[src/rtl/snail_pkg.sv]
// ============================================================================
// Module  : snail_pkg
// Brief   : Shared constants and types for the snail detector/transmitter path.
// Rev     : 1.0  initial release
// ============================================================================
`default_nettype none

package snail_pkg;

    // Detector state encodings
    localparam logic [1:0] SAD    = 2'd0;
    localparam logic [1:0] HOPE   = 2'd1;
    localparam logic [1:0] HOORAY = 2'd2;

    typedef enum logic [1:0] {
        TX_IDLE  = 2'd0,
        TX_SHIFT = 2'd1,
        TX_GAP   = 2'd2
    } tx_state_t;

endpackage

`default_nettype wire

[src/rtl/snail_tx_if.sv]
// ============================================================================
// Module  : snail_tx_if
// Brief   : Word handshake and serial status bundle for snail_tx.
// Rev     : 1.0  initial release
// ============================================================================
`default_nettype none

interface snail_tx_if #(
    parameter int WIDTH = 8
);
    localparam int CNT_W = $clog2(WIDTH);

    logic [WIDTH-1:0] data_in;
    logic             valid_in;
    logic             ready_out;
    logic             D;
    logic             busy;
    logic             done;
    logic [CNT_W-1:0] hits;

    modport master (
        output data_in, valid_in,
        input  ready_out, D, busy, done, hits
    );

    modport slave (
        input  data_in, valid_in,
        output ready_out, D, busy, done, hits
    );

endinterface

`default_nettype wire

[src/rtl/snail_pair_count.sv]
// ============================================================================
// Module  : snail_pair_count
// Brief   : Counts overlapping adjacent "11" pairs in a word (combinational).
// Rev     : 1.0  initial release
// ============================================================================
`default_nettype none

module snail_pair_count #(
    parameter int WIDTH = 8
) (
    input  logic [WIDTH-1:0]         word,
    output logic [$clog2(WIDTH)-1:0] count
);

    localparam int CNT_W = $clog2(WIDTH);

    // At most WIDTH-1 pairs, which always fits in CNT_W bits
    always_comb begin
        count = '0;
        for (int i = 1; i < WIDTH; i++) begin
            if (word[i] && word[i-1]) begin
                count = count + CNT_W'(1);
            end
        end
    end

endmodule

`default_nettype wire

[src/rtl/snail_tx.sv]
// ============================================================================
// Module  : snail_tx
// Brief   : MSB-first serial pattern transmitter with zero guard gap and "11" hit count.
// Rev     : 1.0  initial release
// ============================================================================
`default_nettype none

module snail_tx
    import snail_pkg::*;
#(
    parameter int WIDTH      = 8,
    parameter int GAP_CYCLES = 2
) (
    input  logic       clk,
    input  logic       _rst,
    snail_tx_if.slave  bus
);

    localparam int CNT_W = $clog2(WIDTH);
    localparam int GAP_W = (GAP_CYCLES > 1) ? $clog2(GAP_CYCLES) : 1;

    tx_state_t        r_state;
    tx_state_t        w_state_next;
    logic [WIDTH-1:0] r_shift;
    logic [CNT_W-1:0] r_bit_cnt;
    logic [GAP_W-1:0] r_gap_cnt;
    logic [CNT_W-1:0] r_hits;
    logic             r_done;
    logic [CNT_W-1:0] w_pair_cnt;
    logic             w_accept;
    logic             w_enter_gap;
    logic             w_done_next;

    snail_pair_count #(
        .WIDTH (WIDTH)
    ) u_pair_count (
        .word  (bus.data_in),
        .count (w_pair_cnt)
    );

    always_ff @(posedge clk or negedge _rst) begin
        if (!_rst) begin
            r_state <= TX_IDLE;
        end else begin
            r_state <= w_state_next;
        end
    end

    always_comb begin
        w_state_next = r_state;
        w_accept     = 1'b0;
        w_enter_gap  = 1'b0;
        w_done_next  = 1'b0;
        case (r_state)
            TX_IDLE: begin
                if (bus.valid_in) begin
                    w_accept     = 1'b1;
                    w_state_next = TX_SHIFT;
                end
            end
            TX_SHIFT: begin
                if (r_bit_cnt == '0) begin
                    if (GAP_CYCLES > 0) begin
                        w_enter_gap  = 1'b1;
                        w_state_next = TX_GAP;
                    end else begin
                        w_done_next  = 1'b1;
                        w_state_next = TX_IDLE;
                    end
                end
            end
            TX_GAP: begin
                if (r_gap_cnt == '0) begin
                    w_done_next  = 1'b1;
                    w_state_next = TX_IDLE;
                end
            end
            default: w_state_next = TX_IDLE;
        endcase
    end

    // The shift register drains to zero after the last bit, so D is 0 in gap and idle
    always_ff @(posedge clk or negedge _rst) begin
        if (!_rst) begin
            r_shift   <= '0;
            r_bit_cnt <= '0;
            r_gap_cnt <= '0;
            r_hits    <= '0;
            r_done    <= 1'b0;
        end else begin
            r_done <= w_done_next;
            if (w_accept) begin
                r_shift   <= bus.data_in;
                r_hits    <= w_pair_cnt;
                r_bit_cnt <= CNT_W'(WIDTH - 1);
            end else if (r_state == TX_SHIFT) begin
                r_shift <= {r_shift[WIDTH-2:0], 1'b0};
                if (r_bit_cnt != '0) begin
                    r_bit_cnt <= r_bit_cnt - CNT_W'(1);
                end
            end else begin
                r_shift <= '0;
            end
            if (w_enter_gap) begin
                r_gap_cnt <= GAP_W'(GAP_CYCLES - 1);
            end else if ((r_state == TX_GAP) && (r_gap_cnt != '0)) begin
                r_gap_cnt <= r_gap_cnt - GAP_W'(1);
            end
        end
    end

    assign bus.ready_out = (r_state == TX_IDLE);
    assign bus.busy      = (r_state == TX_SHIFT) || (r_state == TX_GAP);
    assign bus.D         = r_shift[WIDTH-1];
    assign bus.done      = r_done;
    assign bus.hits      = r_hits;

endmodule

`default_nettype wire

[src/flat_wrapper.sv]
// flat-port wrapper written by rule: the top's interface ports become plain ports
module snail_tx_flat import snail_pkg::*;
#(
    parameter int WIDTH      = 8,
    parameter int GAP_CYCLES = 2
)
  (clk, _rst, bus_data_in, bus_valid_in, bus_ready_out, bus_D, bus_busy, bus_done, bus_hits);
  snail_tx_if #(.WIDTH(WIDTH)) bus_i ();
  input  logic clk;
  input  logic _rst;
  input wire logic [$bits(bus_i.data_in)-1:0] bus_data_in;
  input wire logic [$bits(bus_i.valid_in)-1:0] bus_valid_in;
  output wire logic [$bits(bus_i.ready_out)-1:0] bus_ready_out;
  output wire logic [$bits(bus_i.D)-1:0] bus_D;
  output wire logic [$bits(bus_i.busy)-1:0] bus_busy;
  output wire logic [$bits(bus_i.done)-1:0] bus_done;
  output wire logic [$bits(bus_i.hits)-1:0] bus_hits;
  assign bus_i.data_in = bus_data_in;
  assign bus_i.valid_in = bus_valid_in;
  assign bus_ready_out = bus_i.ready_out;
  assign bus_D = bus_i.D;
  assign bus_busy = bus_i.busy;
  assign bus_done = bus_i.done;
  assign bus_hits = bus_i.hits;
  snail_tx #(.WIDTH(WIDTH), .GAP_CYCLES(GAP_CYCLES)) u_core (.clk(clk), ._rst(_rst), .bus(bus_i));
endmodule
[config.mk]
export PLATFORM = sky130hd
export DESIGN_NAME = snail_tx_flat
export DESIGN_NICKNAME = d
export VERILOG_FILES = /design/src/rtl/snail_pkg.sv /design/src/rtl/snail_tx_if.sv /design/src/rtl/snail_pair_count.sv /design/src/rtl/snail_tx.sv /design/src/flat_wrapper.sv
export SDC_FILE = /design/constraint.sdc
export NUM_CORES = 1
export LEC_CHECK = 0
export BUFFER_PORTS_ARGS = -buffer_cell sky130_fd_sc_hd__buf_2
export CORE_ASPECT_RATIO = 0.7
export CORE_MARGIN = 10
export CORE_UTILIZATION = 47
export CTS_CLUSTER_DIAMETER = 80
export DETAILED_ROUTE_END_ITERATION = 8
export PLACE_DENSITY = 0.7
export REMOVE_ABC_BUFFERS = 1
export SLEW_MARGIN = 20
export SYNTH_ARGS = -nofsm -noshare
export SYNTH_HDL_FRONTEND = slang
export SYNTH_SLANG_ARGS = --single-unit
[constraint.sdc]
create_clock -name clk -period 1.45 [get_ports clk]
set_input_delay 0.145 -clock clk [delete_from_list [all_inputs] [get_ports clk]]
set_output_delay 0.145 -clock clk [all_outputs]
set_load 0.03 [all_outputs]
; ---- Yosys cells after proc, flatten, opt, wreduce, memory -nomap -nowiden
; Index checks and enable logic that the tools add are counted.
; W data, S select, Z words.
[op_classes]
n_addsub = 8
n_eq_ne = 5
n_mux = 24
n_reduce_logical = 17
[op_table]
columns = op, n
row1 = $mux W3, 9
row2 = $add A3 B1 Y3 const B, 6
row3 = $mux W8, 2
row4 = $mux W1, 9
row5 = $logic_and A1 B1 Y1, 8
row6 = $mux W2, 3
row7 = $pmux W2 S3, 1
row8 = $reduce_bool A2 Y1, 3
row9 = $ne A2 B2 Y1 const B, 2
row10 = $logic_not A3 Y1, 1
row11 = $reduce_and A3 Y1, 1
row12 = $reduce_bool A3 Y1, 1
row13 = $sub A3 B1 Y3 const B, 1
row14 = $eq A2 B1 Y1 const B, 1
row15 = $eq A2 B2 Y1 const B, 1
row16 = $logic_not A2 Y1, 1
row17 = $ne A2 B1 Y1 const B, 1
row18 = $reduce_and A2 Y1, 1
row19 = $logic_or A1 B1 Y1, 1
row20 = $sub A1 B1 Y1 const B, 1
[totals]
reg_bits = 18
in_bits = 11
output_inout_bits = 7
wordCells = 60

; ---- Logic depth before layout (Yosys ltp)
; Gate-level depths: netlist of run 1.
[logic_depth]
depth_word = 14
depth_mapped = 18
ltp_nobuf = 16

; ---- Cells and area by module
; A second synthesis of run 1 with hierarchy kept.
[hier_totals]
hier_cells = 145
area_unflattened_um2 = 1277.5
[by_module_without_submodules]
columns = module, instances, cells_each, area_each_um2
row1 = snail_tx, 1, 83, 825.8
row2 = snail_pair_count, 1, 62, 451.7

; ---- Worst setup path after synthesis of run 1
; Ideal clock, no wire load.
[synth_path]
path_type = input to register
from = input port bus_data_in[2]
to = register u_core.r_hits[2], in the netlist u_core.bus.hits[2]
setup_time_ns = 0.125
t_arrival_ns = 3.150
slack_ns = -1.825
path_stages = 18
path_buffers = 2
cell_sequence = buf_6 > nand2_1 > ha_1 > clkbuf_1 > xnor2_1 > ha_1 > xnor2_1 > o32ai_1 > a31oi_1 > ha_1 > nand2_1 > nand2_1 > ha_1 > nand2_1 > xor2_1 > nand2_1 > xnor3_1 > mux2_4
[synth_between]
elab_chain_len = 12
word_cells_on_any_way = 13
cone_classes = 5 x add/sub / 6 x mux / 2 x reduce/logical
[synth_rtl]
columns = item, line
row1 = start: declaration, flat_wrapper.sv:11  ; input wire logic [$bits(bus_i.data_in)-1:0] bus_data_in;
row2 = $logic_and A1 B1 Y1, snail_pair_count.sv:21  ; if (word[i] && word[i-1]) begin
row3 = $mux W3, snail_pair_count.sv:21
row4 = $add A3 B1 Y3, snail_pair_count.sv:22  ; count = count + CNT_W'(1);
row5 = $mux W3 (*), snail_pair_count.sv:21
row6 = $add A3 B1 Y3, snail_pair_count.sv:22
row7 = $mux W3 (*), snail_pair_count.sv:21
row8 = $add A3 B1 Y3, snail_pair_count.sv:22
row9 = $mux W3 (*), snail_pair_count.sv:21
row10 = $add A3 B1 Y3, snail_pair_count.sv:22
row11 = $mux W3 (*), snail_pair_count.sv:21
row12 = $add A3 B1 Y3, snail_pair_count.sv:22
row13 = $mux W3 (*), snail_pair_count.sv:21
row14 = end signal: assignment, snail_tx.sv:94  ; r_hits <= w_pair_cnt;
row15 = end: declaration, snail_tx.sv:27  ; logic [CNT_W-1:0] r_hits;
; Every way passes the cells marked *; elsewhere a longest branch is shown, timed or not.
; A chain may end at the register's enable or synchronous reset.

; ---- Worst setup path after layout of run 1
[layout_path]
from = input port bus_data_in[1]
to = register u_core.r_hits[2], in the netlist u_core.bus.hits[2]
[layout_between]
elab_chain_len = 14
word_cells_on_any_way = 15
cone_classes = 6 x add/sub / 7 x mux / 2 x reduce/logical
[layout_rtl]
columns = item, line
row1 = $logic_and A1 B1 Y1, snail_pair_count.sv:21
row2 = $mux W1, snail_pair_count.sv:21
row3 = $add A3 B1 Y3, snail_pair_count.sv:22
row4 = $mux W3 (*), snail_pair_count.sv:21
row5 = $add A3 B1 Y3, snail_pair_count.sv:22
row6 = $mux W3 (*), snail_pair_count.sv:21
row7 = $add A3 B1 Y3, snail_pair_count.sv:22
row8 = $mux W3 (*), snail_pair_count.sv:21
row9 = $add A3 B1 Y3, snail_pair_count.sv:22
row10 = $mux W3 (*), snail_pair_count.sv:21
row11 = $add A3 B1 Y3, snail_pair_count.sv:22
row12 = $mux W3 (*), snail_pair_count.sv:21
row13 = $add A3 B1 Y3, snail_pair_count.sv:22
row14 = $mux W3 (*), snail_pair_count.sv:21
; Marked as above.

==> reports/qor.yml, run 1 <==
status: "finished with violations"
violations: "negative setup slack"
hpwlAfterDp_um: 2180
placedCellCount: 200
antenna_found_initial: 0
r2r-start: "u_core.r_state[0]"
max_freq_ghz: 0.377
use_met1_pct: 14.7
postPlaceCellArea_sq_um: 1440
grt_pass1_wl_um: 4970
path_class: "input port to flip-flop"
grt_setup_unrepaired: "yes"
intPower_w: 0.00143
die_area_sq_um: 5070
routabilityCongestion: 0.886
drtPass1Iterations: 4
p_switching_w: 0.00104
gr-usage-all-layers_pct: 12.3
pin_count: 18
numCtsBuffers: 3
leakagePower_nw: 0.811
final.min_clock_period_ns: 2.65
gr-max-usage-layer: "met2"
cts_tree: "yes"
via_count: 1060
ant_nets: 0
worst-path-max-fanout: 3
synthDistinctLibCells: 35
grt_pass1_vias: 1092
fin_area_sq_um: 1630
p_comb_share_pct: 52.3
cp_cell_sequence: "buf_8, nand2_4, ha_4, xnor2_2, ha_1, xnor2_2, o32ai_2, a31oi_1, ha_1, nand2_2, nand2_2, ha_4, nand2_2, xor2_1, nand2_1, xnor3_1, mux2_4"
core-area_sq_um: 2480
detail_route.wl_per_cell_um: 14.6
fin_crit_sh_pct: 183
timing.final.ws_setup_ns: -1.20
synth.cell_area_sq_um: 1220
nets: 192
power-per-cell-area_nw_per_um2: 1520
num_antenna_cells: 0
ir_worst_vdd_mv: 1.71
gr-usage-met2_pct: 19.9
setup_violations: 3
pre_cts_slack_ns: -1.87
grt_max_degree: 19
portBuffers: 17
initial_utilization_pct: 49.3
cp.required_ns: 1.60
total_power_w: 0.00248
globalRouteMet3Util_pct: 4.60
wl_um: 2980
dieWidth_um: 81.0
drv_slew: 0
worst_pin_slew_ns: 0.427
areaGrowthSynthToFinish_pct: 33.4
pwr-share-seq_pct: 30.7
finalHoldViolCount: 0
cts.sinks: 18
viasPerCell: 5.17
hp-start: "bus_data_in[7]"
hold_depth: 3
r2r.worst_path.cells: 6
synth_warnings: 0
relSlewSlack_pct: 71.5
ys_seq_area_share_pct: 36.8
skew_ns: 0.00324
rows: 15
htree_levels: 1
clk_pin_slew_ns: 0.07
clkPwrFrac_pct: 17.0
slowest_stage: "ha_1"
fp.dieH_um: 62.7
max_stage_delay_ns: 0.34
n_fill_cell: 201
post-cts-setup-buffer-count: 0
synthCells: 138
startpoint: "bus_data_in[1]"
drt_iter0_markers: 76
hold_class: "input port to flip-flop"
cpMostUsedCell: "nand2_2"
endpoint_kind: "flip-flop"
maxCapViolations: 0
cts.path.max_buffers: 2
overflow: 0
switching_share_pct: 42.1
drc: 0
worstSkewPairLatency_ns: 0.26
cp-start-kind: "input port"
synth_seq_cells: 18
critPathArrivalTime_ns: 2.80
root_buffer: "clkbuf_8"
instances_no_fill: 205
postSynthAreaPerCell_sq_um: 8.86
drive_gt1_share_pct: 35.1
## cells in the mapped netlist
library cell | instances | area (sq um)
mux2_4 | 1 | 15.0
and2_0 | 1 | 6.26
dfrtp_1 | 18 | 450
o21a_1 | 1 | 7.51
nand2b_1 | 2 | 12.5
xnor3_1 | 1 | 22.5
ha_1 | 9 | 113
inv_1 | 8 | 30.0
clkbuf_1 | 5 | 18.8
a21boi_0 | 2 | 15.0
o211ai_1 | 1 | 7.51
buf_6 | 2 | 22.5
a31oi_1 | 2 | 12.5
nand3b_1 | 1 | 7.51
xor2_1 | 7 | 61.3
o22ai_1 | 2 | 12.5
and3b_1 | 1 | 8.76
xnor2_1 | 8 | 70.1
o22a_1 | 1 | 8.76
nand3_1 | 9 | 45.0
nor3_1 | 1 | 5.00
buf_4 | 1 | 7.51
o21ai_0 | 4 | 20.0
a21oi_1 | 3 | 15.0
nor2b_1 | 1 | 6.26
nand2_1 | 32 | 120
nand4_1 | 1 | 6.26
nor2_1 | 4 | 15.0
a2111oi_2 | 1 | 15.0
o32ai_1 | 1 | 8.76
and2_1 | 2 | 12.5
or3_4 | 1 | 11.3
and3_1 | 2 | 12.5
mux2i_1 | 1 | 10.0
a311o_1 | 1 | 10.0
## worst max-delay path: cells and delay by family
family	cells	cell delay [ns]
XOR/XNOR	4	0.60
adder cells (fa/ha/maj)	4	1.00
multiplexers	1	0.26
AND/OR/NAND/NOR	5	0.33
AO/OA/AOI/OAI	2	0.34
buffers and inverters	1	0.11
## metrics by stage
stage	setup TNS, ns	hold WS, ns	util (%)
2_1_floorplan	-2.83	-0.151	-
3_3_place_gp	-3.27	0.0869	58.3
3_5_place_dp	-3.63	0.0962	58.3
4_1_cts	-1.87	0.154	64.9
5_1_grt	-2.26	0.162	65.8
6_report	-1.93	0.157	65.8
## layout by cell type, fill, tap and decap left out, types with 2 or more instances in the layout
cell,count
nand3_1,9
inv_1,8
buf_2,14
dfrtp_1,18
xnor2_1,5
a31oi_1,2
nand2_4,2
ha_4,2
and3_1,2
nand2_2,4
xor2_1,7
and2_1,2
clkbuf_8,4
xnor2_2,3
nand2_1,26
buf_4,19
nand2b_1,2
ha_1,6
buf_6,2
a21oi_1,2
o21ai_0,2
a21boi_0,2
nor2_1,4
## per-layer routing
layer / up-vias / part of all wire (%)
met5: - / 0
met4: 0 / 1.0
met3: 6 / 5.6
met2: 24 / 49
met1: 505 / 44
li1: 525 / -
## cell type report
type                    instances  area, sq um  area share (%)
flip-flops and latches         18          450            27.6
inverters                       8         30.0            1.84
repair buffers                 37          260            16.0
multi-input cells             104          792            48.6
well taps                      34         42.5            2.61
clock buffers                   4         55.1            3.38
## cell families (layout without fill, tap and decap cells)
family	after synthesis	in the layout	synth area share, %
adder cells (fa/ha/maj)	9	9	9.21
buffers and inverters	16	49	6.45
multiplexers	2	2	2.05
flip-flops	18	18	36.8
AO/OA/AOI/OAI	19	19	10.8
AND/OR/NAND/NOR	58	58	22.0
XOR/XNOR	16	16	12.6
## what timing repair did
item                                   CTS  global route
gates resized for setup                 23             6
setup endpoints to repair                4            14
endpoints found under the hold margin   18             0
pin swaps                               14             2
hold buffers                             1             0
## power by group through the flow
stage	sequential (W)	combinational [W]	clock [W]
after floorplan	0.000862	0.000703	0
after global placement	0.000752	0.00112	0
after detailed placement	0.000764	0.00118	0
after CTS	0.000758	0.00125	0.000424
after global routing	0.000778	0.00143	0.000449
final	0.000761	0.00130	0.000421
## sequential cells by signal, indices dropped and copies added, names as in the netlist
signal and count:
u_core.r_shift 8, u_core.r_gap_cnt 1, u_core.r_bit_cnt 3, u_core.bus.done 1, u_core.r_state 2, u_core.bus.hits 3
## path summary, 6_finish.rpt
check / to / slack [ns]
hold / removal: u_core.r_shift[7] / 0.16
min in group asynchronous: u_core.bus.hits[1] / 0.35
hold reg to reg: u_core.bus.done / 0.47
setup / recovery: u_core.bus.hits[2] / -1.20
max in group asynchronous: u_core.r_shift[4] / 0.80
setup reg to reg: u_core.bus.hits[1] / -0.09
No activity file was read; power rests on OpenSTA's default activity.
==> inputs of run 2 (changes only) <==
--- a/config.mk
+++ b/config.mk
@@ -16,4 +16,5 @@
 export SLEW_MARGIN = 20
 export SYNTH_ARGS = -nofsm -noshare
 export SYNTH_HDL_FRONTEND = slang
+export SYNTH_HIERARCHICAL = 1
 export SYNTH_SLANG_ARGS = --single-unit
==> reports/qor.yml, run 2 <==
synthDistinctLibCells: 32  # -8.6%
gr-usage-met2_pct: 22.0  # +2.1 points
areaGrowthSynthToFinish_pct: 50.0
grt_pass1_wl_um: 5630  # +13%
whs_ns: 0.0886  # -0.0689 ns
gr-max-usage-layer: "met2"
ant_nets: 0  # unchanged
maxCapViolations: 0  # unchanged
synth_edf_count: 0  # unchanged
worst-path-max-fanout: 3  # unchanged
cts.path.max_buffers: 2  # unchanged
synth.cell_area_sq_um: 1280  # +4.5%
use_met1_pct: 15.7  # +1.0 points
synth_warnings: 6  # +6
viasPerCell: 5.06  # -2.1%
drt_iter0_markers: 46  # -39%
num_antenna_cells: 0  # unchanged
largest_reg_flops: 8  # unchanged
yosysTopAreaCellShare_pct: 35.3  # -1.6 points
slowest_stage: "ha_1"
ir_worst_vdd_mv: 1.14  # -33%
worst_pin_slew_ns: 0.392  # -0.0347 ns
status: "finished with violations"
clk_pin_slew_ns: 0.07  # about the same
grt_setup_unrepaired: "yes"
synth_seq_cells: 18  # unchanged
synth.area.top_cells: "dfrtp_1 (35%), ha_1 (13%), nand2_1 (11%), xor2_1 (4.8%), nand3_1 (3.5%)"
fp.dieH_um: 63.6  # +1.5%
cts.sinks: 18  # unchanged
r2r.worst_path.cells: 6  # unchanged
layout_commonest_cell: "buf_4"
cp-start-kind: "input port"
placedCellCount: 214  # +7.0%
multiInputGateArea_sq_um: 852  # +7.6%
max_freq_ghz: 0.321  # -15%
post-route-util_pct: 75.7  # +9.8 points
top_register: "u_core/r_shift"
power-per-cell-area_nw_per_um2: 1480  # -2.6%
path_class: "input port to flip-flop"
max_stage_delay_ns: 0.31  # -0.03 ns
drive_gt1_share_pct: 48.8  # +14 points
die_area_sq_um: 5240  # +3.2%
hold_depth: 3  # unchanged
ys_seq_area_share_pct: 35.3  # -1.6 points
skew_ns: 0.00479  # +0.00155 ns
critPathArrivalTime_ns: 3.26  # +0.46 ns
synthCells: 145  # +5.1%
cpMostUsedCell: "ha_4"
finalHoldViolCount: 0  # unchanged
postSynthAreaPerCell_sq_um: 8.81  # -0.54%
cts_tree: "yes"
antenna_found_initial: 0  # unchanged
globalRouteMet3Util_pct: 4.96  # +0.36 points
instances_no_fill: 243  # +19%
relSlewSlack_pct: 73.8  # +2.3 points
worstSkewPairLatency_ns: 0.25  # about the same
drtPass1Iterations: 5  # +1
cp_cell_sequence: "buf_6, and2_4, ha_4, xor2_2, inv_2, ha_4, nand2b_4, a21boi_2, nor2_1, ha_1, mux2_4, ha_4, a21oi_2, o32ai_2, ha_1, mux2_4, nand2_2, nand2_2"
rows: 15  # unchanged
drv_slew: 0  # unchanged
final.min_clock_period_ns: 3.12  # +0.465 ns
numCtsBuffers: 3  # unchanged
cp.required_ns: 1.59  # about the same
synth.largest_area_cell: "dfrtp_1"
synthTopCellsByCount: "nand2_1 (38), dfrtp_1 (18), ha_1 (13), inv_1 (11), nand3_1 (9)"
pre_cts_slack_ns: -2.26  # -0.395 ns
pin_count: 18  # unchanged
setup_violations: 4  # +1
leakagePower_nw: 1.04  # +28%
timing.final.ws_setup_ns: -1.67  # -0.465 ns
root_buffer: "clkbuf_8"
wl_um: 3560  # +19%
gr-usage-all-layers_pct: 13.2  # +0.86 points
via_count: 1230  # +16%
dieWidth_um: 82.3  # +1.7%
detail_route.wl_per_cell_um: 14.7  # +0.73%
final_cell_mix: "buf_4 (49), nand2_1 (35), dfrtp_1 (18)"
hpwlAfterDp_um: 2270  # +3.8%
overflow: 0  # unchanged
grt_pass1_vias: 1261  # +15%
nets: 234  # +22%
drc: 0  # unchanged
grt_max_degree: 19  # unchanged
hold_class: "input port to flip-flop"
initial_utilization_pct: 50.4  # +1.1 points
core-area_sq_um: 2530  # +2.3%
seq_area_sq_um: 450  # unchanged
n_fill_cell: 173  # -14%
portBuffers: 17  # unchanged
synthArstFlopShare_pct: 100  # unchanged
endpoint_kind: "flip-flop"
synth_ff_type: "dfrtp_1"
htree_levels: 1  # unchanged
violations: "negative setup slack"
fin_crit_sh_pct: 215  # +32 points
yosysMostFrequentCell: "nand2_1"
routabilityCongestion: 0.810  # -8.5%
run 2: cell types whose count changed after synthesis, sizes merged, moves of 2 or more:
cell and change:
inv +3, ha +4, and3 +2, mux2 +3, xnor2 -5, clkbuf -2
nand2 +6
run 2: final timing paths:
check / startpoint / endpoint / slack, ns
max in group asynchronous: _rst / u_core/r_gap_cnt / 0.82
min: bus_data_in[1] / u_core/r_shift[1] / 0.09
min reg2reg: u_core/r_gap_cnt / u_core/bus.done / 0.47
max: bus_data_in[1] / u_core/bus.hits[1] / -1.67
min in group asynchronous: _rst / u_core/r_shift[4] / 0.34
max reg2reg: u_core/r_bit_cnt[1] / u_core/r_state[0] / -0.12
run 2: critical path, delay by kind of cell:
family | cells | cell delay [ns]
simple gates | 5 | 0.51
compound gates | 3 | 0.38
xor+xnor | 1 | 0.18
fa+ha+maj | 5 | 1.31
buf+inv | 2 | 0.18
mux | 2 | 0.56
run 2: what timing repair did:
action	CTS	global route
hold buffers	1	0
setup endpoints to repair	4	14
gates resized for setup	20	12
setup buffers	22	3
endpoints found under the hold margin	18	0
pin swaps	6	8
run 2: per-layer routing:
| metal | wire (um) | up-vias |
|---|---|---|
| met5 | 0 | - |
| met4 | 37 | 0 |
| met3 | 174 | 4 |
| met2 | 1780 | 26 |
| met1 | 1570 | 604 |
| li1 | - | 596 |
run 2: cell families after synthesis:
group	count (synthesis)	share of synthesized area (%)
AND/OR/NAND/NOR	64	23.2
flip-flops	18	35.3
XOR/XNOR	12	9.89
AO/OA/AOI/OAI	14	7.35
buffers and inverters	18	6.17
adder cells (fa/ha/maj)	13	12.7
multiplexers	6	5.39
run 2: cell type report:
cell class	instances	area share [%]
flip-flops and latches	18	23.5
inverters	11	2.15
clock buffers	4	2.87
repair buffers	67	24.8
multi-input cells	109	44.5
well taps	34	2.22
run 2: power by group:
part | switching [W] | total (W) | internal, W
Sequential | 0.0000899 | 0.000758 | 0.000668
Combinational | 0.000851 | 0.00168 | 0.000828
Clock | 0.000162 | 0.000403 | 0.000241
run 2: per-stage QoR:
stage	total power [W]	TNS [ns]	cell area, sq um
final	0.00284	-3.50	1920
after global routing	0.00303	-3.87	1920
after CTS	0.00278	-3.38	1870
after detailed placement	0.00205	-4.95	1560
after global placement	0.00200	-4.50	1560
after floorplan	0.00154	-4.59	1240
